$ cat src/rtl/ram_fifo_ctrl.sv
// ram_fifo_ctrl: synchronous FIFO controller in front of an 8x16 dual-port RAM.
// Keeps the write/read pointers and the occupancy count, and drives the RAM
// write port, read port and clear. It also returns popped words to the
// consumer with a one-cycle-latency valid strobe. The RAM read data is
// registered inside the RAM, so the word read at edge N is presented here in
// cycle N+1, which lines up with rd_valid_q.
module ram_fifo_ctrl #(
  parameter int DATA_WIDTH = 16,
  parameter int DATA_DEPTH = 8,
  parameter int DATA_ADDR  = 3
) (
  input  logic                  clk,
  input  logic                  clear,
  input  logic                  wr_en,
  input  logic [DATA_WIDTH-1:0] wr_data,
  input  logic                  rd_en,
  output logic [DATA_WIDTH-1:0] rd_data,
  output logic                  rd_valid,
  output logic                  full,
  output logic                  empty,
  output logic [DATA_ADDR:0]    count,
  output logic                  overflow,
  output logic                  underflow,
  output logic                  ram_clear,
  output logic                  ram_we,
  output logic [DATA_ADDR-1:0]  ram_wr_addr,
  output logic [DATA_WIDTH-1:0] ram_din,
  output logic                  ram_re,
  output logic [DATA_ADDR-1:0]  ram_rd_addr,
  input  logic [DATA_WIDTH-1:0] ram_dout
);

  // DATA_DEPTH is a power of two, so the pointers wrap naturally on overflow
  // of their DATA_ADDR bits.
  localparam logic [DATA_ADDR:0]   DEPTH_C   = (DATA_ADDR+1)'(DATA_DEPTH);
  localparam logic [DATA_ADDR:0]   CNT_ZERO  = {(DATA_ADDR+1){1'b0}};
  localparam logic [DATA_ADDR:0]   CNT_ONE   = {{DATA_ADDR{1'b0}}, 1'b1};
  localparam logic [DATA_ADDR-1:0] PTR_ZERO  = {DATA_ADDR{1'b0}};
  localparam logic [DATA_ADDR-1:0] PTR_ONE   = {{(DATA_ADDR-1){1'b0}}, 1'b1};
  localparam logic [DATA_WIDTH-1:0] DATA_ZERO = {DATA_WIDTH{1'b0}};

  logic [DATA_ADDR-1:0] wr_ptr_q, wr_ptr_d;
  logic [DATA_ADDR-1:0] rd_ptr_q, rd_ptr_d;
  logic [DATA_ADDR:0]   count_q, count_d;
  logic                 rd_valid_q, rd_valid_d;

  logic full_s;
  logic empty_s;
  logic push_ok_s;
  logic pop_ok_s;

  // Occupancy flags and request acceptance. A push at full is refused even
  // with a simultaneous pop, so the RAM never sees a read and a write to the
  // same address in one cycle; symmetrically a pop at empty is refused.
  always_comb begin
    full_s    = (count_q == DEPTH_C);
    empty_s   = (count_q == CNT_ZERO);
    push_ok_s = wr_en & ~full_s  & ~clear;
    pop_ok_s  = rd_en & ~empty_s & ~clear;
  end

  // Next-state for pointers, count and the read-valid strobe.
  always_comb begin
    wr_ptr_d   = wr_ptr_q;
    rd_ptr_d   = rd_ptr_q;
    count_d    = count_q;
    rd_valid_d = pop_ok_s;

    if (push_ok_s) begin
      wr_ptr_d = wr_ptr_q + PTR_ONE;
    end else begin
      wr_ptr_d = wr_ptr_q;
    end

    if (pop_ok_s) begin
      rd_ptr_d = rd_ptr_q + PTR_ONE;
    end else begin
      rd_ptr_d = rd_ptr_q;
    end

    case ({push_ok_s, pop_ok_s})
      2'b10:   count_d = count_q + CNT_ONE;
      2'b01:   count_d = count_q - CNT_ONE;
      default: count_d = count_q;
    endcase
  end

  // State registers; clear discards stored words and any in-flight pop.
  always_ff @(posedge clk) begin
    if (clear) begin
      wr_ptr_q   <= PTR_ZERO;
      rd_ptr_q   <= PTR_ZERO;
      count_q    <= CNT_ZERO;
      rd_valid_q <= 1'b0;
    end else begin
      wr_ptr_q   <= wr_ptr_d;
      rd_ptr_q   <= rd_ptr_d;
      count_q    <= count_d;
      rd_valid_q <= rd_valid_d;
    end
  end

  // RAM port drive, status outputs and consumer-side read data.
  always_comb begin
    ram_clear   = clear;
    ram_we      = push_ok_s;
    ram_wr_addr = wr_ptr_q;
    ram_din     = wr_data;
    ram_re      = pop_ok_s;
    ram_rd_addr = rd_ptr_q;

    full      = full_s;
    empty     = empty_s;
    count     = count_q;
    overflow  = wr_en & full_s  & ~clear;
    underflow = rd_en & empty_s & ~clear;

    rd_valid = rd_valid_q;
    if (rd_valid_q) begin
      rd_data = ram_dout;
    end else begin
      rd_data = DATA_ZERO;
    end
  end

endmodule

$ cat config.mk
export PLATFORM = sky130hd
export DESIGN_NAME = ram_fifo_ctrl
export DESIGN_NICKNAME = d
export VERILOG_FILES = /design/src/rtl/ram_fifo_ctrl.sv
export SDC_FILE = /design/constraint.sdc
export NUM_CORES = 1
export LEC_CHECK = 0
export CAP_MARGIN = 20
export CORE_MARGIN = 2
export CORE_UTILIZATION = 57
export DETAILED_ROUTE_END_ITERATION = 8
export DONT_BUFFER_PORTS = 1
export GPL_ROUTABILITY_DRIVEN = 1
export PLACE_DENSITY = 0.73
export SLEW_MARGIN = 20
export SYNTH_ARGS = -nofsm -noshare
export SYNTH_HDL_FRONTEND = slang
export SYNTH_SLANG_ARGS = --single-unit
$ cat constraint.sdc
create_clock -name clk -period 4.1 [get_ports clk]
set_input_delay 0.82 -clock clk [delete_from_list [all_inputs] [get_ports clk]]
set_output_delay 0.82 -clock clk [all_outputs]
set_load 0.1 [all_outputs]
==> results.cfg <==
[detailed_routing]
drt_pre_antenna_iters = 2
routedWlPerCell_um = 18.26
num_vias = 600
drtAntennaViolNets = 0
drc = 0
routed_wl_mm = 1.899
dr.first_iter.drc_count = 5
routed_via_density = 5.769

[global_route]
grt_antenna_before_repair = 0
grt-ovfl-total = 0
use_met1_pct = 18.45
grt_use_met3_pct = 13.04
grtUsageMet2_pct = 41.25
grt.total_usage_pct = 22.45
grt_pass1_vias = 574
grt_busiest_layer = met2
grt_max_degree = 18
grt_pass1_wl_mm = 2.891

[synth]
yosysMostFrequentCell = buf_4
yosysWarningCount = 0
yosys-top-cells-count = buf_4 (17), and2_1 (16), dfxtp_1 (11)
synth-seq-cells = 11
synth_nets = 137
synthTopCellsByArea = dfxtp_1 (27%), buf_4 (16%), and2_1 (12%), ha_1 (7.7%), nor2_1 (3.2%)
avgSynthCellArea_um2 = 8.561
syn_inst = 95
synth_area_um2 = 813.3
seq_area_frac_synth_pct = 27.08
synth.top_cell.area_share_pct = 27.08
synth_flop_cell = dfxtp_1
synth.distinct_cells = 24
synth-edff-count = 0
yosysTopAreaCell = dfxtp_1
synthArstFlopShare_pct = 0

[sta]
slew_headroom_pct = 30.73
tightest_slew_ps = 1038
min_period_ps = 3026
hold_viol_final = 0
rsz0062_at_grt = no
worst_clock_skew_ps = 2.017
fmax_mhz = 330.5
maxSlewViolCount = 0
finalWorstSetupSlack_ps = 1074
fin_setup_tns_ps = 0
setup_viol = 0
fin_crit_sh_pct = 73.80

[critical_path]
slowest_delay_ps = 760
path_class = reg2reg
crit_family = simple AND/OR/NAND/NOR gates
crit_path_start_kind = flip-flop
cp_max_fo = 6
cp-end-kind = flip-flop
critical_path_arrival_ps = 3240
timing.critical_path.buf_inv = 1
required_ps = 4310
reg2reg_depth = 9
rrSetupSlack_ps = 1070
r2r-end = count[3]
slowest_stage = dfxtp_2
path_cells = nor4_4 -> nor3b_4 -> buf_4 -> ha_1 -> ha_1 -> a21oi_1 -> a21oi_1 -> or4_1 -> a21oi_1
cp_common_cell = a21oi_1
reg2reg_from = count[0]

[floorplanning]
core_um2 = 1318
initial_utilization_pct = 61.73
die_h_um = 41.78
die_w_um = 41.78
dieArea_um2 = 1745
core.rowCount = 13
io-pin-count = 86

[clock_tree]
cts_setup_buffers = 0
path_clk_slew_ps = 80
cts-root-buf = clkbuf_4
htree_levels = 1
clk_latency_ps = 280
cts_buffers = 3
cts_tree = done
cts_hold_buf = 0
cts.sinks = 11
ctsResizeCount = 0
clock_path_buffers = 2

[pwr]
swShare_pct = 56.85
switchingPower_mw = 0.2519
p_per_area_nw_per_um2 = 524.0
ir_worst_vdd_mv = 0.2933
leakagePower_nw = 0.3679
total_power_mw = 0.4432
p_comb_share_pct = 40.5
p_seq_share_pct = 41.4
p_clk_share_pct = 18.1
p_int_mw = 0.1912

[run]
drv_cap = 0

[placed_design]
hpwl_mm = 1.500
gp_congestion = 0.7805
place_area_um2 = 819.5
numPortBuffers = 0
dp_slack_ps = 1153

[status]
status = completed

[hold_path]
min_path_cells = 1
holdPathEnd = count[2]
hold_path.startpoint = clear
hold_class = in2reg

[finish]
fin_area_um2 = 845.8
fillers = 124
antennaDiodeCount = 0
finalNetCount = 132
areaGrowthSynthToFinish_pct = 4.000
layout-drive-gt1-share_pct = 22.47
[sequential cells by signal, summed over array words and instances (netlist names)]
signal,count
count,4
ram_rd_addr,3
ram_wr_addr,3
rd_valid,1
[per-layer routing]
| layer | part of all wire, % | vias to the layer above |
|---|---|---|
| met3 | 13 | 5 |
| met4 | 2.0 | 0 |
| met1 | 31 | 269 |
| met2 | 54 | 47 |
| li1 | - | 279 |
| met5 | 0 | - |
[per-stage QoR]
| stage | hold slack, ps | util [%] | cells |
|---|---|---|---|
| after detailed placement | 763.7 | 62.20 | 100 |
| after global placement | 748.9 | 62.20 | 100 |
| after global routing | 584.3 | 64.20 | 104 |
| after CTS | 591.0 | 64.20 | 104 |
| final | 591.0 | 64.20 | 104 |
| after floorplan | 735.0 | - | 95 |
[cell usage in the layout, fill, tap and decap left out, types with 4 or more instances in the layout]
cell      synthesis  final
ha_1              5      5
buf_4            17      8
dfxtp_1          11      7
nand2_1           4      4
nor2_1            7      7
nand2b_1          4      4
inv_1             4      4
a21oi_1           5      5
dfxtp_2           0      4
and2_1           16     16
[cell type report]
class / count / area (um2) / share of cell area (%)
well taps: 15 / 18.77 / 2.219
inverters: 4 / 15.01 / 1.775
multi-input cells: 61 / 473.0 / 55.92
flip-flops and latches: 11 / 225.2 / 26.63
repair buffers: 9 / 87.58 / 10.36
clock buffers: 4 / 26.28 / 3.107
[kinds of logic after synthesis]
family | after synthesis | share of synthesized area [%]
adders and majority gates | 6 | 10.15
xor gates and xnor gates | 4 | 4.308
and+or+nand+nor | 41 | 32.31
DFF | 11 | 27.08
buffers and inverters | 23 | 18.46
AOI/OAI and AO/OA | 8 | 5.231
muxes | 2 | 2.462
[how the worst max path moves through the flow]
| stage | from | end | slack, ps | depth (start not counted) |
|---|---|---|---|---|
| finish | count[0] | count[3] | 1070 | 9 |
| global route | count[0] | count[3] | 900 | 9 |
| CTS | count[0] | count[3] | 1090 | 9 |
| detailed placement | count[0] | count[3] | 1150 | 9 |
| global placement | count[0] | count[3] | 1230 | 9 |
| floorplan | count[0] | count[3] | 2 | 8 |
[worst reg2reg max path: cells and delay by family (launching register included)]
| kind | cells | cell delay [ps] |
|---|---|---|
| AO/OA/AOI/OAI | 3 | 490 |
| adder cells (fa/ha/maj) | 2 | 550 |
| buffers and inverters | 1 | 340 |
| flip-flops | 1 | 760 |
| AND/OR/NAND/NOR | 3 | 810 |
[power by group through the flow]
stage	clock, mW	sequential (mW)	combinational (mW)
final	0.0801	0.184	0.179
after floorplan	0	0.189	0.229
after global placement	0	0.185	0.177
after CTS	0.0791	0.184	0.180
after detailed placement	0	0.187	0.180
after global routing	0.0867	0.186	0.186
Note: power is estimated with default switching activity, not from simulation.
